<file path="src/rtl/rb_spi_responder.sv">
// SPI mode-0 responder: turns host frames into single-clk register-bank read/write strobes.
// All SPI pins are synchronised into clk; MISO, address, data and strobes are registered.
//   state  | meaning
//   IDLE   | cs_n high or frame aborted; waits for a fresh falling cs_n
//   CMD    | shifting in the command byte (rw bit + start address)
//   DATA   | burst data bytes; address advances after every byte
module rb_spi_responder #(
    parameter int ADDR_W      = 7,
    parameter int DATA_W      = 8,
    parameter int SYNC_STAGES = 2
) (
    input  logic              clk,
    input  logic              rst_n,
    input  logic              spi_sclk_i,
    input  logic              spi_cs_n_i,
    input  logic              spi_mosi_i,
    output logic              spi_miso_o,
    output logic              spi_miso_oe_o,
    output logic [ADDR_W-1:0] rb_addr_o,
    output logic [DATA_W-1:0] rb_wdata_o,
    output logic              rb_we_o,
    output logic              rb_re_o,
    input  logic [DATA_W-1:0] rb_rdata_i,
    output logic              frame_err_o
);

    localparam int                CNT_W    = $clog2(DATA_W + 1);
    localparam logic [CNT_W-1:0]  CNT_ZERO = '0;
    localparam logic [CNT_W-1:0]  CNT_ONE  = CNT_W'(1);
    localparam logic [CNT_W-1:0]  CNT_LAST = CNT_W'(DATA_W - 1);
    localparam logic [CNT_W-1:0]  CNT_FULL = CNT_W'(DATA_W);
    localparam logic [ADDR_W-1:0] ADDR_ONE = ADDR_W'(1);

    typedef enum logic [1:0] {S_IDLE, S_CMD, S_DATA} state_t;

    state_t r_state;
    state_t w_state_nxt;

    logic [SYNC_STAGES-1:0] r_sclk_sync;
    logic [SYNC_STAGES-1:0] r_cs_sync;
    logic [SYNC_STAGES-1:0] r_mosi_sync;
    logic                   r_sclk_d;
    logic                   r_cs_d;
    logic                   r_armed;

    logic [CNT_W-1:0]  r_bit_cnt;
    logic [DATA_W-1:0] r_shift;
    logic [DATA_W-1:0] r_tx;
    logic [ADDR_W-1:0] r_addr;
    logic [DATA_W-1:0] r_wdata;
    logic              r_rw;
    logic              r_we;
    logic              r_re;
    logic              r_cap;
    logic              r_miso;
    logic              r_err;

    logic              w_sclk_s;
    logic              w_cs_s;
    logic              w_mosi_s;
    logic              w_sclk_rise;
    logic              w_sclk_fall;
    logic              w_cs_fall;
    logic              w_cs_rise;
    logic [DATA_W-1:0] w_byte;
    logic [CNT_W-1:0]  w_cnt_nxt;
    logic              w_byte_done;
    logic              w_start;
    logic              w_cmd_done;
    logic              w_data_done;
    logic              w_frame_err;

    // Sync chains reset low, so a cs_n held low across reset never looks like a falling edge.
    always_ff @(posedge clk or negedge rst_n) begin
        if (!rst_n) begin
            r_sclk_sync <= '0;
            r_cs_sync   <= '0;
            r_mosi_sync <= '0;
            r_sclk_d    <= 1'b0;
            r_cs_d      <= 1'b0;
            r_armed     <= 1'b0;
        end else begin
            r_sclk_sync <= {r_sclk_sync[SYNC_STAGES-2:0], spi_sclk_i};
            r_cs_sync   <= {r_cs_sync[SYNC_STAGES-2:0], spi_cs_n_i};
            r_mosi_sync <= {r_mosi_sync[SYNC_STAGES-2:0], spi_mosi_i};
            r_sclk_d    <= w_sclk_s;
            r_cs_d      <= w_cs_s;
            r_armed     <= r_armed | w_cs_s;
        end
    end

    assign w_sclk_s    = r_sclk_sync[SYNC_STAGES-1];
    assign w_cs_s      = r_cs_sync[SYNC_STAGES-1];
    assign w_mosi_s    = r_mosi_sync[SYNC_STAGES-1];
    assign w_sclk_rise = w_sclk_s & ~r_sclk_d;
    assign w_sclk_fall = ~w_sclk_s & r_sclk_d;
    assign w_cs_fall   = ~w_cs_s & r_cs_d;
    assign w_cs_rise   = w_cs_s & ~r_cs_d;
    assign w_byte      = {r_shift[DATA_W-2:0], w_mosi_s};

    always_ff @(posedge clk or negedge rst_n) begin
        if (!rst_n) r_state <= S_IDLE;
        else        r_state <= w_state_nxt;
    end

    always_comb begin
        w_state_nxt = r_state;
        case (r_state)
            S_IDLE:  if (w_cs_fall) w_state_nxt = S_CMD;
            S_CMD: begin
                if (w_cs_rise)        w_state_nxt = S_IDLE;
                else if (w_byte_done) w_state_nxt = S_DATA;
            end
            S_DATA:  if (w_cs_rise) w_state_nxt = S_IDLE;
            default: w_state_nxt = S_IDLE;
        endcase
    end

    // A sclk edge coincident with cs_n rising is counted before the frame is judged.
    always_comb begin
        w_cnt_nxt   = r_bit_cnt;
        w_byte_done = 1'b0;
        w_start     = 1'b0;
        w_cmd_done  = 1'b0;
        w_data_done = 1'b0;
        w_frame_err = 1'b0;
        if (w_sclk_rise)
            w_cnt_nxt = (r_bit_cnt == CNT_FULL) ? CNT_ONE : r_bit_cnt + CNT_ONE;
        if (r_state == S_IDLE) begin
            w_start = w_cs_fall;
        end else begin
            w_byte_done = w_sclk_rise && (r_bit_cnt == CNT_LAST);
            w_cmd_done  = w_byte_done && (r_state == S_CMD);
            w_data_done = w_byte_done && (r_state == S_DATA);
            w_frame_err = w_cs_rise && (w_cnt_nxt != CNT_ZERO) && (w_cnt_nxt != CNT_FULL);
        end
    end

    always_ff @(posedge clk or negedge rst_n) begin
        if (!rst_n) begin
            r_bit_cnt <= '0;
            r_shift   <= '0;
            r_tx      <= '0;
            r_addr    <= '0;
            r_wdata   <= '0;
            r_rw      <= 1'b0;
            r_we      <= 1'b0;
            r_re      <= 1'b0;
            r_cap     <= 1'b0;
            r_miso    <= 1'b0;
            r_err     <= 1'b0;
        end else begin
            r_we  <= w_data_done & r_rw;
            r_re  <= (w_cmd_done & ~w_byte[DATA_W-1]) | (w_data_done & ~r_rw);
            r_cap <= r_re;
            r_err <= w_frame_err;

            if (w_start) begin
                r_bit_cnt <= '0;
                r_shift   <= '0;
            end else if (r_state != S_IDLE) begin
                r_bit_cnt <= w_cnt_nxt;
                if (w_sclk_rise) r_shift <= w_byte;
            end

            if (w_cmd_done) r_rw <= w_byte[DATA_W-1];
            if (w_data_done && r_rw) r_wdata <= w_byte;

            // Writes hold the address through the strobe and advance afterwards;
            // reads advance first so the prefetch strobe carries the next address.
            if (w_cmd_done)
                r_addr <= w_byte[ADDR_W-1:0];
            else if ((w_data_done && !r_rw) || r_we)
                r_addr <= r_addr + ADDR_ONE;

            if (r_cap)
                r_tx <= rb_rdata_i;
            else if (r_state == S_DATA && !r_rw && w_sclk_fall)
                r_tx <= {r_tx[DATA_W-2:0], 1'b0};

            if (r_state == S_IDLE)
                r_miso <= 1'b0;
            else if (w_sclk_fall)
                r_miso <= (r_state == S_DATA && !r_rw) ? r_tx[DATA_W-1] : 1'b0;
        end
    end

    assign spi_miso_o    = r_miso;
    assign spi_miso_oe_o = r_armed & ~w_cs_s;
    assign rb_addr_o     = r_addr;
    assign rb_wdata_o    = r_wdata;
    assign rb_we_o       = r_we;
    assign rb_re_o       = r_re;
    assign frame_err_o   = r_err;

endmodule

</file>
<file path="config.mk">
export PLATFORM = sky130hd
export DESIGN_NAME = rb_spi_responder
export DESIGN_NICKNAME = d
export VERILOG_FILES = /design/src/rtl/rb_spi_responder.sv
export SDC_FILE = /design/constraint.sdc
export NUM_CORES = 1
export LEC_CHECK = 0
export BUFFER_PORTS_ARGS = -buffer_cell sky130_fd_sc_hd__buf_4
export CORE_MARGIN = 10
export CORE_UTILIZATION = 51
export DETAILED_ROUTE_END_ITERATION = 6
export PLACE_DENSITY = 0.84
export SYNTH_ARGS = -nofsm -noshare
export SYNTH_HDL_FRONTEND = slang
export SYNTH_SLANG_ARGS = --single-unit
</file>
<file path="constraint.sdc">
create_clock -name clk -period 1.95 [get_ports clk]
set_clock_uncertainty 0.15 [all_clocks]
set_input_delay 0.0975 -clock clk [delete_from_list [all_inputs] [get_ports clk]]
set_output_delay 0.0975 -clock clk [all_outputs]
set_load 0.01 [all_outputs]
</file>
==> impl_results.md, run 1 <==
- 1st-pass router iterations: 4
- Area growth, synth to finish: 26.14%
- Synth Cell Area: 2341 µm²
- Number of diodes: 0
- Place WS: -0.04283 ns
- FF-to-FF Start: r_bit_cnt[0]$_DFFE_PN0P_
- Fmax: around 540 MHz
- Final setup vio count: 0
- Layout cells sized above 1: 0.3016
- Total track usage: 0.1298
- HP Class: primary input to asynchronous set/reset pin
- Final WL: 4.817 mm
- Post-synth ARST share: 1.000
- R2r worst-path depth: 5
- Main synth FF type: dfrtp_1
- Synth Instances: between 150 and 200
- PortBufs: 32
- Clock latency on the worst-skew pair: approximately 0.30 ns
- Bufs on Longest Clock Path: 2
- Final Hold Fails: 0
- PD cells: roughly 760 nW/µm²
- DRT iter0 DRCs: 114
- Number of flops mapped to enable cells by yosys: 0
- Vias in the first global route: 1,703
- Internal power: 1.669 mW
- Drt via density: 5.612
- Number of fill cells: 326
- First-pass GRT wire length: 8.142 mm
- Core area: between 4000 and 5000 µm²
- Net switching power: about 0.57 mW
- Layout Nets: 267
- Worst Slack Setup Final: roughly 0.11 ns
- P_leak: 1.416 nW
- Count leader, synth: dfrtp_1
- Clk pwr share: 0.330
- Worst EP arrival: about 1.9 ns
- Top post-synthesis cells by count: dfrtp_1 (51), nand2_1 (16), o21ai_0 (15)
- Die X: between 80 and 90 µm
- Total I/O pin count: 33
- Setup crit end kind: register
- Synthesized area per cell: around 12 µm²
- TritonCTS clock tree: done
- Placed cell count: about 280
- Reg2reg setup slack: between 0.1 and 0.15 ns
- CTS H-tree depth: 2
- Number of remaining DRC errors: 0
- Fin crit period: roughly 1.8 ns
- Status: complete, no violations
- Synth Warn #: 0
- Crit Path Class: register to register
- Clock transition at the registers of the reported paths: 0.10 ns
- Hpwl dp: between 3 and 4 mm
- Vert. Die Dim: slightly below 90 µm
- Area leader, netlist: dfrtp_1
- Total power: around 2.2 mW
- Design area: a little under 3000 µm²
- Setup Buffers After CTS: 0
- Std-Cell Rows: 24
- Clock Sinks: about 50
- Max-slew violation count: 0
- Clock Tree Root: clkbuf_8
- Capturing point of the worst reg2reg path: rb_addr_o[0]$_DFFE_PN0P_
- CP max FO: 5
- Initial antenna violation count: 0
- Initial Util: 0.5303
- Non-Filler Instances: just over 300
- Post-synthesis sequential element count: 51
- CP required: about 2.1 ns
- Vias post-DR: about 1,700
- WL/cell: approximately 16 µm
- Synth top area share: 0.5452
- CTS Buf Count: 5
- Sequential share of the synthesized area: 0.5452
- Logic pwr share: 0.154
- Placed cell areas: roughly 2700 µm²
- Max cap viols: 0
- Slew @ Worst Pin: 0.6190 ns
- Relative slew slack: 0.5874
- Die footprint: between 7000 and 8000 µm²
- Tcrit/Tclk final: 0.9441
- Final ANT Viol Nets: 0
- RePlAce Congestion: between 0.8 and 0.9
- Sw Share: 0.2546
- Sequential share of power: 0.516
- Synth area leaders: dfrtp_1 (55%), mux2_2 (3.4%), o21ai_0 (3.2%)
- Crit path launch type: register
- Max IR drop VDD: ~0.40 mV
- Netlist cell types: between 50 and 60
- Syn nets: between 200 and 250
- Largest net degree at the start of global routing: 52
- TNS Setup: 0 ns
- GR Overflow Total: 0
## state kept, by name, indices dropped and copies added (netlist names), 2 cells and up
| name | count |
|---|---|
| r_sclk_sync | 2 |
| r_bit_cnt | 4 |
| r_tx | 8 |
| rb_wdata_o | 8 |
| r_state | 2 |
| r_mosi_sync | 2 |
| r_cs_sync | 2 |
| r_shift | 7 |
| rb_addr_o | 7 |
## timing repair
action	CTS	global route
endpoints found under the setup margin	7	14
endpoints found under the hold margin	62	0
pin swaps	0	1
hold buffers	12	0
cloned	0	0
gates resized for setup	1	4
## how the worst max path moves through the flow
stage,cells past startpoint,slack [ns],end,startpoint
6_report,5,0.11,rb_addr_o[0]$_DFFE_PN0P_,r_bit_cnt[0]$_DFFE_PN0P_
4_1_cts,4,0.04,r_tx[7]$_DFFE_PN0P_,r_state[1]$_DFFE_PN0P_
2_1_floorplan,4,0.07,rb_wdata_o[0]$_DFFE_PN0P_,r_bit_cnt[0]$_DFFE_PN0P_
5_1_grt,6,-0.001,rb_addr_o[2]$_DFFE_PN0P_,r_bit_cnt[0]$_DFFE_PN0P_
3_5_place_dp,4,-0.04,r_tx[7]$_DFFE_PN0P_,r_state[1]$_DFFE_PN0P_
3_3_place_gp,4,0.03,r_tx[6]$_DFFE_PN0P_,r_state[1]$_DFFE_PN0P_
## per-layer routing
metal / vias to the layer above / wire [µm] / track usage
met2: 36 / 2298 / 0.2011
met1: 825 / 2214 / 0.1708
met5: - / 0 / 0
li1: 839 / - / -
met4: 0 / 66 / 0.04783
met3: 6 / 237 / 0.03343
## power by group through the flow
stage | clock network [mW] | registers (mW) | logic, mW
finish | 0.738 | 1.16 | 0.345
global route | 0.807 | 1.16 | 0.386
CTS | 0.757 | 1.16 | 0.342
detailed placement | 0 | 1.18 | 0.322
global placement | 0 | 1.17 | 0.312
floorplan | 0 | 1.18 | 0.165
## final cells by class
class                   count  area [µm²]  share of cell area
clock buffers               5       68.82             0.02331
flip-flops and latches     51        1276              0.4322
well taps                  52       65.06             0.02203
repair buffers             57       457.9              0.1551
clock inverters             3       47.55             0.01610
inverters                   5       18.77            0.006356
multi-input cells         131        1018              0.3449
## logic make-up (layout without fill, tap and decap cells)
family / count (synthesis) / count (layout) / share of synthesized area
simple gates: 60 / 60 / 0.1657
compound gates: 53 / 53 / 0.1764
flops: 51 / 51 / 0.5452
mux: 15 / 15 / 0.06842
buf+inv: 12 / 70 / 0.02833
fa+ha+maj: 3 / 3 / 0.01604
## layout by cell type, fill, tap and decap left out, types with 2 or more instances in the layout
cell type | netlist | final
nand3_1 | 5 | 5
nand4b_1 | 2 | 2
dlygate4sd3_1 | 0 | 12
ha_1 | 3 | 2
mux2_2 | 7 | 7
nand2_1 | 16 | 16
clkbuf_8 | 0 | 5
dfrtp_1 | 51 | 51
inv_1 | 5 | 5
a22o_1 | 8 | 8
a221o_1 | 2 | 2
nor3b_1 | 2 | 2
nor2_1 | 4 | 4
or3_1 | 4 | 4
nor3_4 | 2 | 2
o31ai_1 | 3 | 3
o32a_1 | 2 | 2
o21ai_0 | 15 | 15
or4_1 | 2 | 2
nand2b_2 | 2 | 3
nor3_1 | 3 | 2
nor2b_1 | 6 | 6
buf_4 | 1 | 45
mux2i_1 | 7 | 7
a31oi_1 | 2 | 2
a21oi_1 | 4 | 4
nand2b_1 | 5 | 4
a211oi_1 | 2 | 2
## critical path, stage by stage, from the launching register on
cell and delay [ns]:
dfrtp_1 0.36, ha_2 0.21, nand3b_4 0.12, or3_1 0.51, a21oi_4 0.23, o221a_2 0.20
## through the flow
stage                 util  hold slack, ns
detailed placement  0.6108        0.005508
floorplan                -         -0.3481
global placement    0.6108        0.003889
CTS                 0.6650          0.2053
finish              0.6689          0.2030
global route        0.6689          0.2151
No activity file was read; power rests on OpenSTA's default activity.
==> inputs of run 2 (changes only) <==
ABC_AREA = 1   (was unset)
==> run 2 against run 1 <==
Against the previous run: global-route usage up 0.094 points; core utilization fell by 1.7 points; final cell count is 19% higher; register-to-register slack improved by 0.09 ns; setup slack improved by 0.088 ns; first-iteration DRC count is 0.88% higher; non-clock buffer count is 13 lower; sequential share of layout area grew 1.1 points; critical path type unchanged; critical endpoint is now rb_addr_o[3]$_DFFE_PN0P_; largest cell class unchanged; largest power group unchanged.
==> impl_results.md, run 2 <==
- CTS H-tree depth: 2 (unchanged)
- CP max stage cell: dfrtp_1
- Top post-synthesis cells by count: nand2_1 (70), dfrtp_1 (51), inv_1 (34)
- RePlAce Congestion: 0.8275 (-5.2%)
- Post-synth ARST share: 1.000 (unchanged)
- Synth Warn #: 0 (unchanged)
- Clock Sinks: 51 (unchanged)
- CP startpoint: r_bit_cnt[0]$_DFFE_PN0P_
- Buf+Inv Stages, Crit Path: 0 (unchanged)
- Area of the multi-input gates: 927.1 µm² (-9.0%)
- Fmax: 570.6 MHz (+5.0%)
- Area growth, synth to finish: 21.38%
- Total track usage: 0.1307 (+0.0009425)
- Final Hold Fails: 0 (unchanged)
- Tcrit/Tclk final: 0.8988 (-0.04532)
- Synthesized area per cell: 9.011 µm² (-25%)
- Final ANT Viol Nets: 0 (unchanged)
- Number of fill cells: 353 (+8.3%)
- Max cap viols: 0 (unchanged)
- PortBufs: 32 (unchanged)
- Synth Area in Compound Gates: 0.1246 (-0.05177)
- Largest family of logic cells by synthesized area: simple AND/OR/NAND/NOR gates
- Max IR drop VDD: 0.6136 mV (+53%)
- Netlist cell types: 29 (-45%)
- Final setup vio count: 0 (unchanged)
- GR Overflow Total: 0 (unchanged)
- HP Class: primary input to asynchronous set/reset pin
- CP max stage delay: 0.41 ns (-0.10 ns)
- Die footprint: 7773 µm² (+0.95%)
- RSZ-0062 raised after global routing: no
- Most frequent cells in the layout: nand2_1 (70), dfrtp_1 (51), inv_1 (34)
- WL/cell: 13.41 µm (-15%)
- CTS Buf Count: 5 (unchanged)
- Std-Cell Rows: 24 (unchanged)
- Synth Cell Area: 2370 µm² (+1.2%)
- Synth Area in Adders: 0.01584 (-0.0001947)
- Largest net degree at the start of global routing: 52 (unchanged)
- CP required: 2.00 ns (-0.05 ns)
- Drt via density: 5.127 (-8.6%)
- Worst EP arrival: 1.80 ns (-0.14 ns)
- Total I/O pin count: 33 (unchanged)
- Area leader, netlist: dfrtp_1
- Status: complete, no violations
- Number of remaining DRC errors: 0 (unchanged)
- Placed cell count: 343 (+21%)
- Initial antenna violation count: 0 (unchanged)
- Main synth FF type: dfrtp_1
- Clock transition at the registers of the reported paths: 0.09 ns (about the same)
- Number of flops mapped to enable cells by yosys: 0 (unchanged)
- P_leak: 1.470 nW (+3.8%)
- Layout cells sized above 1: 0.1994 (-0.1022)
- PD cells: 957.3 nW/µm² (+26%)
- Synth Instances: 263 (+36%)
- Crit-path most repeated cell: nand2_1
- Post-synthesis xor/xnor area fraction: 0.01109 (+0.01109)
- Core area: 4414 µm² (unchanged)
- Layout Nets: 326 (+22%)
- CP max FO: 21 (+16)
- DRT iter0 DRCs: 115 (+0.88%)
- First-pass GRT wire length: 8.328 mm (+2.3%)
- Vias post-DR: 1,861 (+9.1%)
- Crit Path Class: register to register
- Simple-Gate Fraction of Synth Area: 0.2355 (+0.06979)
- Hpwl dp: 3.428 mm (+0.52%)
- Initial Util: 0.5368 (+0.006519)
- TNS Setup: 0 ns (unchanged)
- Post-synthesis mux area share: 0.004224 (-0.06419)
- Max-slew violation count: 0 (unchanged)
- Commonest non-fill, non-tap cell in the layout: nand2_1
- Syn nets: 279 (+33%)
- Post_cts resized: 0 (-1)
- TritonCTS clock tree: done
- Setup crit end kind: register
- Cells along the critical path: ha_1, nand3_2, nor2_8, nand2_4, nand2_1, nand2_1, nand2_1, nand2_1
- Clock latency on the worst-skew pair: 0.30 ns (about the same)
- Crit path launch type: register
- Fin crit period: 1.753 ns (-0.08837 ns)
- Die X: 88.17 µm (+0.47%)
- Non-Filler Instances: 363 (+19%)
- Final WL: 4.869 mm (+1.1%)
- Count leader, synth: nand2_1
- Vias in the first global route: 1,824 (+7.1%)
- Relative slew slack: 0.5836 (-0.003776)
- Sequential share of the synthesized area: 0.5385 (-0.006620)
- Synth top area share: 0.5385 (-0.006620)
- Number of diodes: 0 (unchanged)
- Synth area leaders: dfrtp_1 (54%), nand2_1 (11%), inv_1 (5.4%)
- Reg area: 1276 µm² (unchanged)
- Bufs on Longest Clock Path: 2 (unchanged)
- Slew @ Worst Pin: 0.6246 ns (+0.005665 ns)
- Clock Tree Root: clkbuf_8
- 1st-pass router iterations: 4 (unchanged)
- Vert. Die Dim: 88.17 µm (+0.47%)
- FF-to-FF Start: r_bit_cnt[0]$_DFFE_PN0P_
- Final core occ: 0.6516 (-0.01729)
- CP delay by family, top: simple AND/OR/NAND/NOR gates
- Total power: 2.754 mW (+23%)
- Post-synthesis sequential element count: 51 (unchanged)
run 2: changes by cell type after synthesis, sizes merged, moves of 7 or more:
| cell | delta |
|---|---|
| o22ai | +9 |
| mux2 | -8 |
| a22o | -8 |
| nor2 | +15 |
| nand2 | +58 |
| inv | +31 |
| nand3 | +19 |
| o21ai | +16 |
| nand2b | -7 |
run 2: cells by family after synthesis:
logic type	count (synthesis)
adder cells (fa/ha/maj)	3
AND/OR/NAND/NOR	119
multiplexers	1
XOR/XNOR	3
AO/OA/AOI/OAI	46
flip-flops	51
buffers and inverters	40
run 2: final cells by class:
class	count	area share
Sequential cell	51	0.4437
Inverter	36	0.04698
Clock inverter	3	0.01522
Tap cell	52	0.02262
Clock buffer	5	0.02392
Timing Repair Buffer	44	0.1253
Multi-Input combinational cell	172	0.3223
run 2: path summary, 6_finish.rpt:
| kind | to | slack, ns | depth (start not counted) |
|---|---|---|---|
| worst min-delay path | r_tx[6]$_DFFE_PN0P_ | 0.20 | 2 |
| min in group clk | r_mosi_sync[1]$_DFF_PN0_ | 0.21 | 0 |
| worst max register to register | rb_addr_o[3]$_DFFE_PN0P_ | 0.20 | 8 |
| worst min register to register | r_mosi_sync[1]$_DFF_PN0_ | 0.21 | 0 |
| worst max-delay path | rb_addr_o[3]$_DFFE_PN0P_ | 0.20 | 8 |
| max in group asynchronous | r_bit_cnt[1]$_DFFE_PN0P_ | 1.03 | 2 |
run 2: routing by layer:
metal	part of all wire	GRT usage	up-vias
li1	-	-	940
met1	0.47	0.1625	877
met2	0.46	0.2081	36
met3	0.051	0.03807	8
met4	0.021	0.05278	0
met5	0	0	-
run 2: metrics by stage:
step                      hold WS (ns)  area, µm²  setup WS [ns]
after floorplan                -0.3481       2370         0.3938
after global placement        0.006113       2644         0.3337
after detailed placement      0.009270       2644         0.2531
after CTS                       0.2081       2877         0.2087
after global routing            0.2139       2877        0.08376
final                           0.1958       2877         0.1974
run 2: repair_timing:
item,4_1_cts,5_1_grt
hold buffers,12,0
setup buffers,0,0
endpoints found under the hold margin,62,0
run 2: power breakdown:
part / leakage [nW] / total, mW / switching [mW] / internal (mW)
Combinational: 0.751 / 0.682 / 0.441 / 0.241
Clock: 0.0581 / 0.728 / 0.346 / 0.382
Sequential: 0.661 / 1.34 / 0.104 / 1.24
Total: 1.47 / 2.75 / 0.891 / 1.86
==> inputs of run 3 (changes only) <==
CORE_MARGIN = 2   (was 10)
CORE_UTILIZATION = 30   (was 51)
PLACE_DENSITY = 0.58   (was 0.84)
==> run 3 against run 2 <==
Against the previous run: global-route usage is 1.5 points lower; final cell count increased by 14%; critical path depth shrank 1; fmax up 2.4%; first-iteration DRC count decreased by 18%; count of clock-buffer cells in the layout unchanged; critical path type unchanged; critical endpoint is now rb_addr_o[1]$_DFFE_PN0P_; largest cell class unchanged.
==> impl_results.md, run 3 (synthesis gave the netlist of run 2 again) <==
- Status: complete, no violations
- Design area: 2949 µm² (+2.5%)
- Die X: 92.88 µm (+5.3%)
- TNS Setup: 0 ns (unchanged)
- PortBufs: 32 (unchanged)
- TritonCTS clock tree: done
- Reg area: 1276 µm² (unchanged)
- Fin crit period: 1.711 ns (-0.04183 ns)
- CTS H-tree depth: 2 (unchanged)
- R2r worst-path depth: 7 (-1)
- CTS Buf Count: 5 (unchanged)
- Slew @ Worst Pin: 0.6222 ns (-0.002413 ns)
- Setup crit end kind: register
- Layout Nets: 327 (+0.31%)
- Number of diodes: 0 (unchanged)
- Final setup vio count: 0 (unchanged)
- Final ANT Viol Nets: 0 (unchanged)
- Drt via density: 4.379 (-15%)
- Commonest non-fill, non-tap cell in the layout: nand2_1
- CP required: 2.04 ns (+0.04 ns)
- Clock Tree Root: clkbuf_8
- Post_cts resized: 0 (unchanged)
- Clock transition at the registers of the reported paths: 0.09 ns (about the same)
- P_leak: 1.472 nW (+0.14%)
- Max IR drop VDD: 0.3080 mV (-50%)
- Capturing point of the worst reg2reg path: rb_addr_o[1]$_DFFE_PN0P_
- Area growth, synth to finish: 24.45%
- Tcrit/Tclk final: 0.8773 (-0.02145)
- Worst EP arrival: 1.81 ns (about the same)
- WL/cell: 11.08 µm (-17%)
- Initial antenna violation count: 0 (unchanged)
- Final Hold Fails: 0 (unchanged)
- Total power: 2.755 mW (about the same)
- Hpwl dp: 3.266 mm (-4.7%)
- Largest net degree at the start of global routing: 52 (unchanged)
- Final WL: 4.589 mm (-5.8%)
- Reg2reg setup slack: 0.24 ns (+0.04 ns)
- Layout cells sized above 1: 0.2019 (+0.002566)
- Vias post-DR: 1,813 (-2.6%)
- Crit Path Class: register to register
- Std-Cell Rows: 32 (+33%)
- Vias in the first global route: 1,768 (-3.1%)
- Crit path launch type: register
- Place WS: 0.2588 ns (+0.005636 ns)
- 1st-pass router iterations: 4 (unchanged)
- First-pass GRT wire length: 7.969 mm (-4.3%)
- Clock latency on the worst-skew pair: 0.31 ns (about the same)
- Setup Buffers After CTS: 0 (unchanged)
- Die footprint: 8626 µm² (+11%)
- DRT iter0 DRCs: 94 (-18%)
- RePlAce Congestion: 0.7650 (-7.6%)
- Placed cell areas: 2714 µm² (+2.6%)
- PD cells: 934.2 nW/µm² (-2.4%)
- Core area: 7687 µm² (+74%)
- FF-to-FF Start: r_bit_cnt[0]$_DFFE_PN0P_
- Max-slew violation count: 0 (unchanged)
- Most frequent cells in the layout: nand2_1 (70), dfrtp_1 (51), inv_1 (34)
- Hold Slack: 0.1995 ns (+0.003666 ns)
- Total track usage: 0.1153 (-0.01541)
- Fmax: 584.5 MHz (+2.4%)
- Total I/O pin count: 33 (unchanged)
- Number of fill cells: 816 (+130%)
- Number of remaining DRC errors: 0 (unchanged)
- Initial Util: 0.3083 (-0.2286)
- Area of the multi-input gates: 927.1 µm² (unchanged)
- Vert. Die Dim: 92.88 µm (+5.3%)
- RSZ-0062 raised after global routing: no
- Max cap viols: 0 (unchanged)
- CP max FO: 21 (unchanged)
- HP Class: primary input to asynchronous set/reset pin
- Bufs on Longest Clock Path: 2 (unchanged)
- Relative slew slack: 0.5852 (+0.001609)
- Clock Sinks: 51 (unchanged)
- Worst Slack Setup Final: 0.2392 ns (+0.04183 ns)
- GR Overflow Total: 0 (unchanged)
## run 3: changes by cell type in the layout (fill, tap and decap cells not counted), sizes merged
cell	change
inv	+1
clkinvlp	+1
buf	+1
clkinv	-2
## run 3: cell type report
type                    count  share of cell area
flip-flops and latches     51              0.4328
multi-input cells         172              0.3144
repair buffers             45              0.1247
inverters                  36             0.04582
well taps                 102             0.04328
clock buffers               5             0.02333
clock inverters             3             0.01570
## run 3: worst max-delay path by stage
stage                                   startpoint                         to  slack (ns)
after floorplan           r_bit_cnt[0]$_DFFE_PN0P_  rb_wdata_o[7]$_DFFE_PN0P_        0.39
after global placement    r_bit_cnt[0]$_DFFE_PN0P_   rb_addr_o[1]$_DFFE_PN0P_        0.32
after detailed placement  r_bit_cnt[0]$_DFFE_PN0P_   rb_addr_o[1]$_DFFE_PN0P_        0.26
after CTS                 r_bit_cnt[0]$_DFFE_PN0P_   rb_addr_o[1]$_DFFE_PN0P_        0.22
after global routing      r_bit_cnt[0]$_DFFE_PN0P_   rb_addr_o[1]$_DFFE_PN0P_         0.1
final                     r_bit_cnt[0]$_DFFE_PN0P_   rb_addr_o[1]$_DFFE_PN0P_        0.24
## run 3: critical path: stages, from the launching register on
cell and delay [ns]:
dfrtp_1 0.42, ha_1 0.23, nand3_2 0.14, nor2_8 0.21, nand2_4 0.17, nand2_1 0.19, nand2_1 0.08, nand2_1 0.06
## run 3: report_power, final
part	internal (mW)	total, mW	switching [mW]
clock network	0.386	0.739	0.352
registers	1.24	1.34	0.0998
logic	0.241	0.677	0.436
total	1.87	2.75	0.888
## run 3: per-layer routing
metal | routed length, µm | vias up | global-route usage
met1 | 2395 | 830 | 0.1578
met2 | 1962 | 30 | 0.1757
met3 | 143 | 4 | 0.02604
met5 | 0 | - | 0
li1 | - | 949 | -
met4 | 87 | 0 | 0.04902
## run 3: repair_timing
item / in CTS / in global routing
hold buffers: 12 / 0
endpoints found under the hold margin: 62 / 0
setup endpoints to repair: 0 / 0
## run 3: metrics by stage
stage / cells / utilization
4_1_cts: 414 / 0.3836
3_3_place_gp: 394 / 0.3530
6_report: 414 / 0.3836
2_1_floorplan: 263 / -
5_1_grt: 414 / 0.3836
3_5_place_dp: 394 / 0.3530
